## config.mk

```make
export PLATFORM = sky130hd
export DESIGN_NAME = alu_dispatch
export DESIGN_NICKNAME = d
export VERILOG_FILES = /design/src/rtl/alu_dispatch.sv
export SDC_FILE = /design/constraint.sdc
export NUM_CORES = 1
export LEC_CHECK = 0
export ABC_AREA = 1
export BUFFER_PORTS_ARGS = -buffer_cell sky130_fd_sc_hd__buf_2
export CAP_MARGIN = 20
export CORE_ASPECT_RATIO = 1.25
export CORE_MARGIN = 2
export CORE_UTILIZATION = 32
export DETAILED_ROUTE_END_ITERATION = 8
export PLACE_DENSITY = 0.66
export SLEW_MARGIN = 10
export SYNTH_ARGS = -nofsm -noshare
export SYNTH_HDL_FRONTEND = slang
export SYNTH_SLANG_ARGS = --single-unit
```

## constraint.sdc

```tcl
create_clock -name soc_clk -period 2.8 [get_ports soc_clk]
set_input_delay 0.56 -clock soc_clk [delete_from_list [all_inputs] [get_ports soc_clk]]
set_output_delay 0.56 -clock soc_clk [all_outputs]
set_load 0.01 [all_outputs]
```

## src/rtl/alu_dispatch.sv

```systemverilog
// RV32I R/I/B dispatch sequencer: decodes one instruction, drives the ALU for RESULT_LAT cycles, then captures the result.
// Optional macro ALU_DISPATCH_PERF_EN enables the saturating op/taken performance counters.
module alu_dispatch #(
  parameter int RESULT_LAT = 5
) (
  input  logic        soc_clk,
  input  logic        reset,
  input  logic        instr_valid,
  output logic        instr_ready,
  input  logic [31:0] instr,
  input  logic [31:0] rs1_dat,
  input  logic [31:0] rs2_dat,
  output logic [31:0] ALU_dat1,
  output logic [31:0] ALU_dat2,
  output logic [2:0]  ALU_opcode,
  output logic        ALU_opcode_differentiator,
  output logic        ALU_optype,
  output logic        dat_ready,
  input  logic [31:0] ALU_out,
  input  logic        ALU_overflow,
  input  logic        ALU_con_met,
  input  logic        ALU_zero,
  input  logic        ALU_err,
  output logic        wb_valid,
  output logic [4:0]  wb_rd,
  output logic [31:0] wb_dat,
  output logic        branch_valid,
  output logic        branch_taken,
  output logic        dispatch_err,
  output logic        ovf_flag,
  output logic        zero_flag,
  output logic [15:0] op_count,
  output logic [15:0] taken_count
);

  // state | meaning
  // IDLE  | ready for an instruction
  // SETUP | operands driven, dat_ready still low
  // WAIT  | dat_ready high, counting toward RESULT_LAT
  // DONE  | result pulses visible for one cycle
  typedef enum logic [1:0] {IDLE, SETUP, WAIT, DONE} state_t;

  localparam int CW = (RESULT_LAT < 2) ? 1 : $clog2(RESULT_LAT + 1);
  localparam logic [CW-1:0] LAT = CW'(RESULT_LAT);

  localparam logic [6:0] OP_R = 7'b0110011;
  localparam logic [6:0] OP_I = 7'b0010011;
  localparam logic [6:0] OP_B = 7'b1100011;

  state_t        state, state_nxt;
  logic [CW-1:0] cnt;
  logic [4:0]    rd_q;
  logic          is_r, is_i, is_b, legal, shift_imm;
  logic [31:0]   dat2_dec;
  logic          diff_dec;
  logic          capture;
  logic          unused_rs1_field;

  assign is_r      = (instr[6:0] == OP_R);
  assign is_i      = (instr[6:0] == OP_I);
  assign is_b      = (instr[6:0] == OP_B);
  assign legal     = is_r | is_i | is_b;
  assign shift_imm = (instr[13:12] == 2'b01);
  assign unused_rs1_field = ^instr[19:15];

  assign instr_ready = (state == IDLE);
  assign capture     = (state == WAIT) && (cnt == LAT);

  always_comb begin
    dat2_dec = rs2_dat;
    diff_dec = 1'b0;
    if (is_r) begin
      diff_dec = instr[30];
    end else if (is_i) begin
      if (shift_imm) begin
        dat2_dec = {27'b0, instr[24:20]};
        diff_dec = instr[30];
      end else begin
        dat2_dec = {{20{instr[31]}}, instr[31:20]};
      end
    end
  end

  always_ff @(posedge soc_clk) begin
    if (!reset) state <= IDLE;
    else        state <= state_nxt;
  end

  always_comb begin
    state_nxt = state;
    case (state)
      IDLE:    if (instr_valid && legal) state_nxt = SETUP;
      SETUP:   state_nxt = WAIT;
      WAIT:    if (cnt == LAT) state_nxt = DONE;
      DONE:    state_nxt = IDLE;
      default: state_nxt = IDLE;
    endcase
  end

  always_ff @(posedge soc_clk) begin
    if (!reset) begin
      ALU_dat1                  <= '0;
      ALU_dat2                  <= '0;
      ALU_opcode                <= '0;
      ALU_opcode_differentiator <= 1'b0;
      ALU_optype                <= 1'b0;
      dat_ready                 <= 1'b0;
      cnt                       <= '0;
      rd_q                      <= '0;
      wb_valid                  <= 1'b0;
      wb_rd                     <= '0;
      wb_dat                    <= '0;
      branch_valid              <= 1'b0;
      branch_taken              <= 1'b0;
      dispatch_err              <= 1'b0;
      ovf_flag                  <= 1'b0;
      zero_flag                 <= 1'b0;
    end else begin
      wb_valid     <= 1'b0;
      branch_valid <= 1'b0;
      branch_taken <= 1'b0;
      dispatch_err <= 1'b0;
      case (state)
        IDLE: begin
          if (instr_valid) begin
            if (legal) begin
              ALU_dat1                  <= rs1_dat;
              ALU_dat2                  <= dat2_dec;
              ALU_opcode                <= instr[14:12];
              ALU_opcode_differentiator <= diff_dec;
              ALU_optype                <= is_b;
              rd_q                      <= instr[11:7];
            end else begin
              dispatch_err <= 1'b1;
            end
          end
        end
        SETUP: begin
          dat_ready <= 1'b1;
          cnt       <= CW'(1);
        end
        WAIT: begin
          if (capture) begin
            dat_ready <= 1'b0;
            if (ALU_err) begin
              dispatch_err <= 1'b1;
            end else if (ALU_optype) begin
              branch_valid <= 1'b1;
              branch_taken <= ALU_con_met;
            end else begin
              wb_valid  <= (rd_q != 5'd0);
              wb_rd     <= rd_q;
              ovf_flag  <= ALU_overflow;
              zero_flag <= ALU_zero;
              // SLT/SLTU report the comparison via con_met rather than ALU_out
              if (ALU_opcode[2:1] == 2'b01) wb_dat <= {31'b0, ALU_con_met};
              else                          wb_dat <= ALU_out;
            end
          end else begin
            cnt <= cnt + CW'(1);
          end
        end
        default: ;
      endcase
    end
  end

`ifdef ALU_DISPATCH_PERF_EN
  always_ff @(posedge soc_clk) begin
    if (!reset) begin
      op_count    <= '0;
      taken_count <= '0;
    end else if (capture) begin
      if (op_count != 16'hFFFF) op_count <= op_count + 16'd1;
      if (!ALU_err && ALU_optype && ALU_con_met && (taken_count != 16'hFFFF))
        taken_count <= taken_count + 16'd1;
    end
  end
`else
  assign op_count    = '0;
  assign taken_count = '0;
`endif

endmodule
```

## After elaboration in Yosys (flattened, before gate mapping)

Index checks and enable logic that the tools add are counted.
W data, S select, Z words.

- Equal/unequal tests: 13
- Multiplexer cells: 20
- Reductions and logical operators: 13
- $add $sub $neg: 1
- Bitwise logic cells: 7

Operators with widths:

| cell | number |
|---|---|
| $mux W32 | 4 |
| $reduce_or A5 Y1 | 2 |
| $mux W1 | 9 |
| $pmux W2 S4 | 1 |
| $eq A7 B5 Y1 const B | 1 |
| $eq A7 B6 Y1 const B | 1 |
| $eq A7 B7 Y1 const B | 1 |
| $eq A2 B1 Y1 const B | 3 |
| $pmux W3 S2 | 1 |
| $reduce_and A2 Y1 | 3 |
| $not A1 Y1 | 5 |
| $reduce_bool A5 Y1 | 1 |
| $eq A2 B2 Y1 const B | 2 |
| $mux W2 | 2 |
| $ne A2 B1 Y1 const B | 2 |
| $ne A2 B2 Y1 const B | 2 |
| $pmux W1 S2 | 2 |
| $reduce_and A4 Y1 | 1 |
| $reduce_or A4 Y1 | 1 |
| $add A3 B1 Y3 const B | 1 |
| $eq A3 B3 Y1 const B | 1 |
| $mux W3 | 1 |
| $reduce_and A3 Y1 | 1 |
| $logic_and A1 B1 Y1 | 2 |
| 3 further kinds | 4 |

- Logic and storage cells: 71
- Output and inout bits: 146
- Flip-flop bits (word level): 123

## Longest topological paths before layout

- Depth in word-level cells: 6
- Mapped depth: 10
- Depth with buffers taken out: 10

## Worst setup path after synthesis

No wires, ideal clock.

- Path kind: input -> register
- Start: in instr[2]
- End: reg ALU_dat2[12]
- Stages: 9
- Data arrival time: 1.531 ns
- Slack: 1.154 ns
- Setup time: 0.115 ns
- Buffers on the path: 1
- Cells stage by stage: inv_1 nand2_1 nor2_2 nand2_1 nand3_2 nand2_2 buf_2 o21ai_1 nor2_1

- Longest elaborated chain between the ends: 4

RTL lines:

| element | line | RTL |
|---|---|---|
| start, declared | 10 | `input logic [31:0] instr,` |
| $eq A7 B6 Y1 or $eq A7 B5 Y1 (tied branches) | 59, 60 |  |
| $or A1 B1 Y1 (2 in a row) | 62 | `assign legal = is_r \| is_i \| is_b;` |
| $reduce_and A3 Y1 (no source line) | - |  |
| end signal, assigned | 128 | `ALU_dat2 <= dat2_dec;` |
| end, declared | 14 | `output logic [31:0] ALU_dat2,` |

Parallel ways exist; a longest one is shown, timed or not.
A chain may end at the register's enable or synchronous reset.

## Worst setup path in the final report

- Start: reg state[0]
- End: reg zero_flag

- Longest elaborated chain between the ends: 3

RTL lines:

| element | line | RTL |
|---|---|---|
| start, declared | 50 | `state_t state, state_nxt;` |
| start signal, assigned | 86 | `else state <= state_nxt;` |
| $eq A2 B2 Y1 (*) | 67, 123 |  |
| $logic_and A1 B1 Y1 | 67 | `assign capture = (state == WAIT) && (cnt == LAT);` |
| $reduce_and A4 Y1 (no source line) (*) | - |  |
| end signal, assigned | 154 | `zero_flag <= ALU_zero;` |
| end, declared | 31 | `output logic zero_flag,` |

Mark *: on every way between the ends. The rest lies on a longest branch, timed or not.

==> impl_metrics.csv <==
group,metric,value,unit
power_and_ir_drop,p_per_area,648.7,nW/um^2
sta,hold_ws,397.2,ps
sta,maxSlewHeadroom,62.61,%
clock_network,cts_tree,"done",
floorplanning,core_area,16070,um^2
layout,diodes,0,
yosys,synth_top_cell_by_area,"dfxtp_1",
yosys,ys_seq_elements,123,
clock_network,clock_path_buffers,2,
layout,drive_gt1_share,32.19,%
flow_run,maxCapViolCount,0,
sta,finalHoldViolCount,0,
power_and_ir_drop,ir_worst_vdd,299.3,uV
setup_path,crit_arrival,2380,ps
floorplanning,num_io_pins,281,
clock_network,cts_root_buf,"clkbuf_16",
sta,finalSetupTns,0,ps
sta,setup_violations,0,
drt,drtIter0Drc,244,
clock_network,ctsResizeCount,0,
yosys,yosysUniqueCellTypes,29,
power_and_ir_drop,sequentialPowerShare,39.5,%
yosys,syn_inst,696,
layout,stdcell_count,1151,
clock_network,cts.clk_slew.worst_paths,50,ps
floorplanning,die-area,17380,um^2
sta,skew,7.280,ps
placed_design,hpwlAfterDp,10.82,mm
clock_network,cts_hold_buf,0,
drt,vias_per_cell,4.597,
sta,worst_pin_slew,560.1,ps
yosys,synthTopCellsByArea,"dfxtp_1, nand2_1, a21oi_1, nand3_1, buf_4",
placed_design,portBuffers,243,
global_route,grt_overflow_total,0,
yosys,netlist_area,5228,um^2
sta,period_needed,2087,ps
layout,area_delta_synth_final,35.35,%
power_and_ir_drop,switchingPower,1.210,mW
yosys,synth_area_per_cell,7.511,um^2
layout,n_fill_cell,1720,
power_and_ir_drop,p_comb_share,12.3,%
setup_path,cp-end-kind,"flip-flop",
placed_design,dp_cells,1119,
global_route,grt_pass1_wl,24.06,mm
drt,drcViolationCount,0,
clock_network,cts_buffers,17,
clock_network,postCtsSetupBuffers,0,
drt,post_drt_wl_per_cell,13.34,um
drt,vias,5291,
clock_network,cts.sinks,123,
floorplanning,start_util,32.53,%
yosys,ys_warn_count,0,
drt,postRouteWirelength,15.36,mm
floorplanning,num_rows,52,
sta,finalMaxSlewViolations,0,
global_route,track_usage,17.28,%
status,status,"complete, no violations",
min_path,hold_path.class,"in -> reg",
layout,multi_input_area,2301,um^2
yosys,synth_top_area_share,47.10,%
clock_network,htreeDepth,4,
setup_path,start_kind,"flip-flop",
power_and_ir_drop,switching_share,26.37,%
global_route,antenna_found_initial,0,
sta,min_period_over_period,74.54,%
placed_design,gp_congestion,0.7745,
floorplanning,die_w,118.3,um
clock_network,insertion_delay,410,ps
floorplanning,fp.dieH,146.9,um
power_and_ir_drop,power.leakage,3.368,nW
setup_path,critPathRequiredTime,3090,ps
global_route,grt_max_degree,43,
layout,layout.nets,1063,
power_and_ir_drop,clock_power_share,48.2,%
drt,dr.pass1.iters,4,
sta,max_freq,0.4791,GHz
drt,postRouteAntennaNets,0,
global_route,grt_pass1_vias,4797,
placed_design,placed_area,6476,um^2
layout,fin_area,7076,um^2
setup_path,crit_fanout,33,
yosys,synth_seq_area_share,47.10,%
sta,rsz0062_at_grt,"no",
power_and_ir_drop,p_int,3.380,mW
setup_path,critPathKind,"reg -> reg",
layout,seqCellArea,2462,um^2
==> metal layers <==
metal  track usage [%]  share of wire [%]
met5                 0                  0
met4             7.169                2.1
met3             4.425                6.7
met2             29.36                 49
met1             20.72                 42
==> worst max-delay path, stage by stage (launching register included) <==
cell and delay [ps]:
dfxtp_1 320, inv_1 110, ha_1 250, nand3_1 220, nor3_4 440, inv_2 370
nor2_1 200, nor2_1 60
==> cells by family after synthesis <==
group	after synthesis	synth area share (%)
adder cells (fa/ha/maj)	6	1.436
flip-flops	123	47.10
AND/OR/NAND/NOR	297	24.58
AO/OA/AOI/OAI	162	15.70
other	1	0.07174
buffers and inverters	107	11.11
==> path summary, 6_finish.rpt <==
check | slack (ps) | startpoint | endpoint | depth (start not counted)
setup / recovery | 710 | state[0] | zero_flag | 7
hold / removal | 400 | ALU_overflow | ovf_flag | 3
setup reg to reg | 710 | state[0] | zero_flag | 7
hold reg to reg | 460 | ALU_dat1[17] | ALU_dat1[17] | 2
==> cell type report <==
cell class | count | share of cell area (%)
inverter | 23 | 1.220
multi-input combinational | 497 | 32.52
clock inverter | 15 | 2.458
timing repair buffer | 260 | 19.17
tap | 216 | 3.820
clock buffer | 17 | 6.012
sequential | 123 | 34.80
==> cell usage after synthesis (all sizes together) <==
| cell | count |
|---|---|
| nand3 | 83 |
| dfxtp | 123 |
| nand2 | 159 |
| clkbuf | 27 |
| nand4 | 7 |
| a21oi | 116 |
| and2 | 1 |
| nor2 | 41 |
| buf | 57 |
| conb | 1 |
| nor3 | 3 |
| o2111ai | 1 |
| o21ai | 42 |
| a31oi | 1 |
| ha | 6 |
| nor4 | 2 |
| a311oi | 1 |
| and3 | 1 |
| o22ai | 1 |
| inv | 23 |
==> state kept, by name (all words and copies together), names as in the netlist, 2 cells and up <==
register / flops
state: 2
wb_dat: 32
wb_rd: 5
rd_q: 5
cnt: 3
ALU_dat1: 32
ALU_opcode: 3
ALU_dat2: 32
==> cells in the final DEF, fill, tap and decap left out, types with 2 or more instances in the layout <==
master,Yosys,layout
clkinvlp_4,0,2
a21oi_1,116,116
inv_1,21,20
nand2_1,157,157
dfxtp_1,123,123
nand2_2,2,2
buf_2,17,243
nand3_1,82,82
conb_1,1,32
nand4_1,7,7
bufinv_16,0,3
inv_2,2,3
clkinv_4,0,4
clkinv_2,0,5
o21ai_0,8,8
o21ai_1,34,34
clkbuf_16,0,17
buf_4,36,16
nor2_1,40,40
nor3_4,2,2
nor4_1,2,2
ha_1,6,6
==> power by group through the flow <==
| stage | combinational [mW] | clock (mW) | sequential, mW |
|---|---|---|---|
| floorplan | 0.377 | 0 | 1.86 |
| global placement | 0.572 | 0 | 1.85 |
| detailed placement | 0.574 | 0 | 1.85 |
| CTS | 0.576 | 2.27 | 1.81 |
| global route | 0.641 | 2.35 | 1.82 |
| finish | 0.566 | 2.21 | 1.81 |
==> through the flow <==
stage,power (mW),util [%],setup WS (ps)
6_report,4.590,44.03,712.9
5_1_grt,4.805,44.03,494.0
4_1_cts,4.656,44.03,663.0
3_5_place_dp,2.424,40.30,668.0
3_3_place_gp,2.421,40.30,675.2
2_1_floorplan,2.233,-,1154
(Power assumes the default switching activity.)
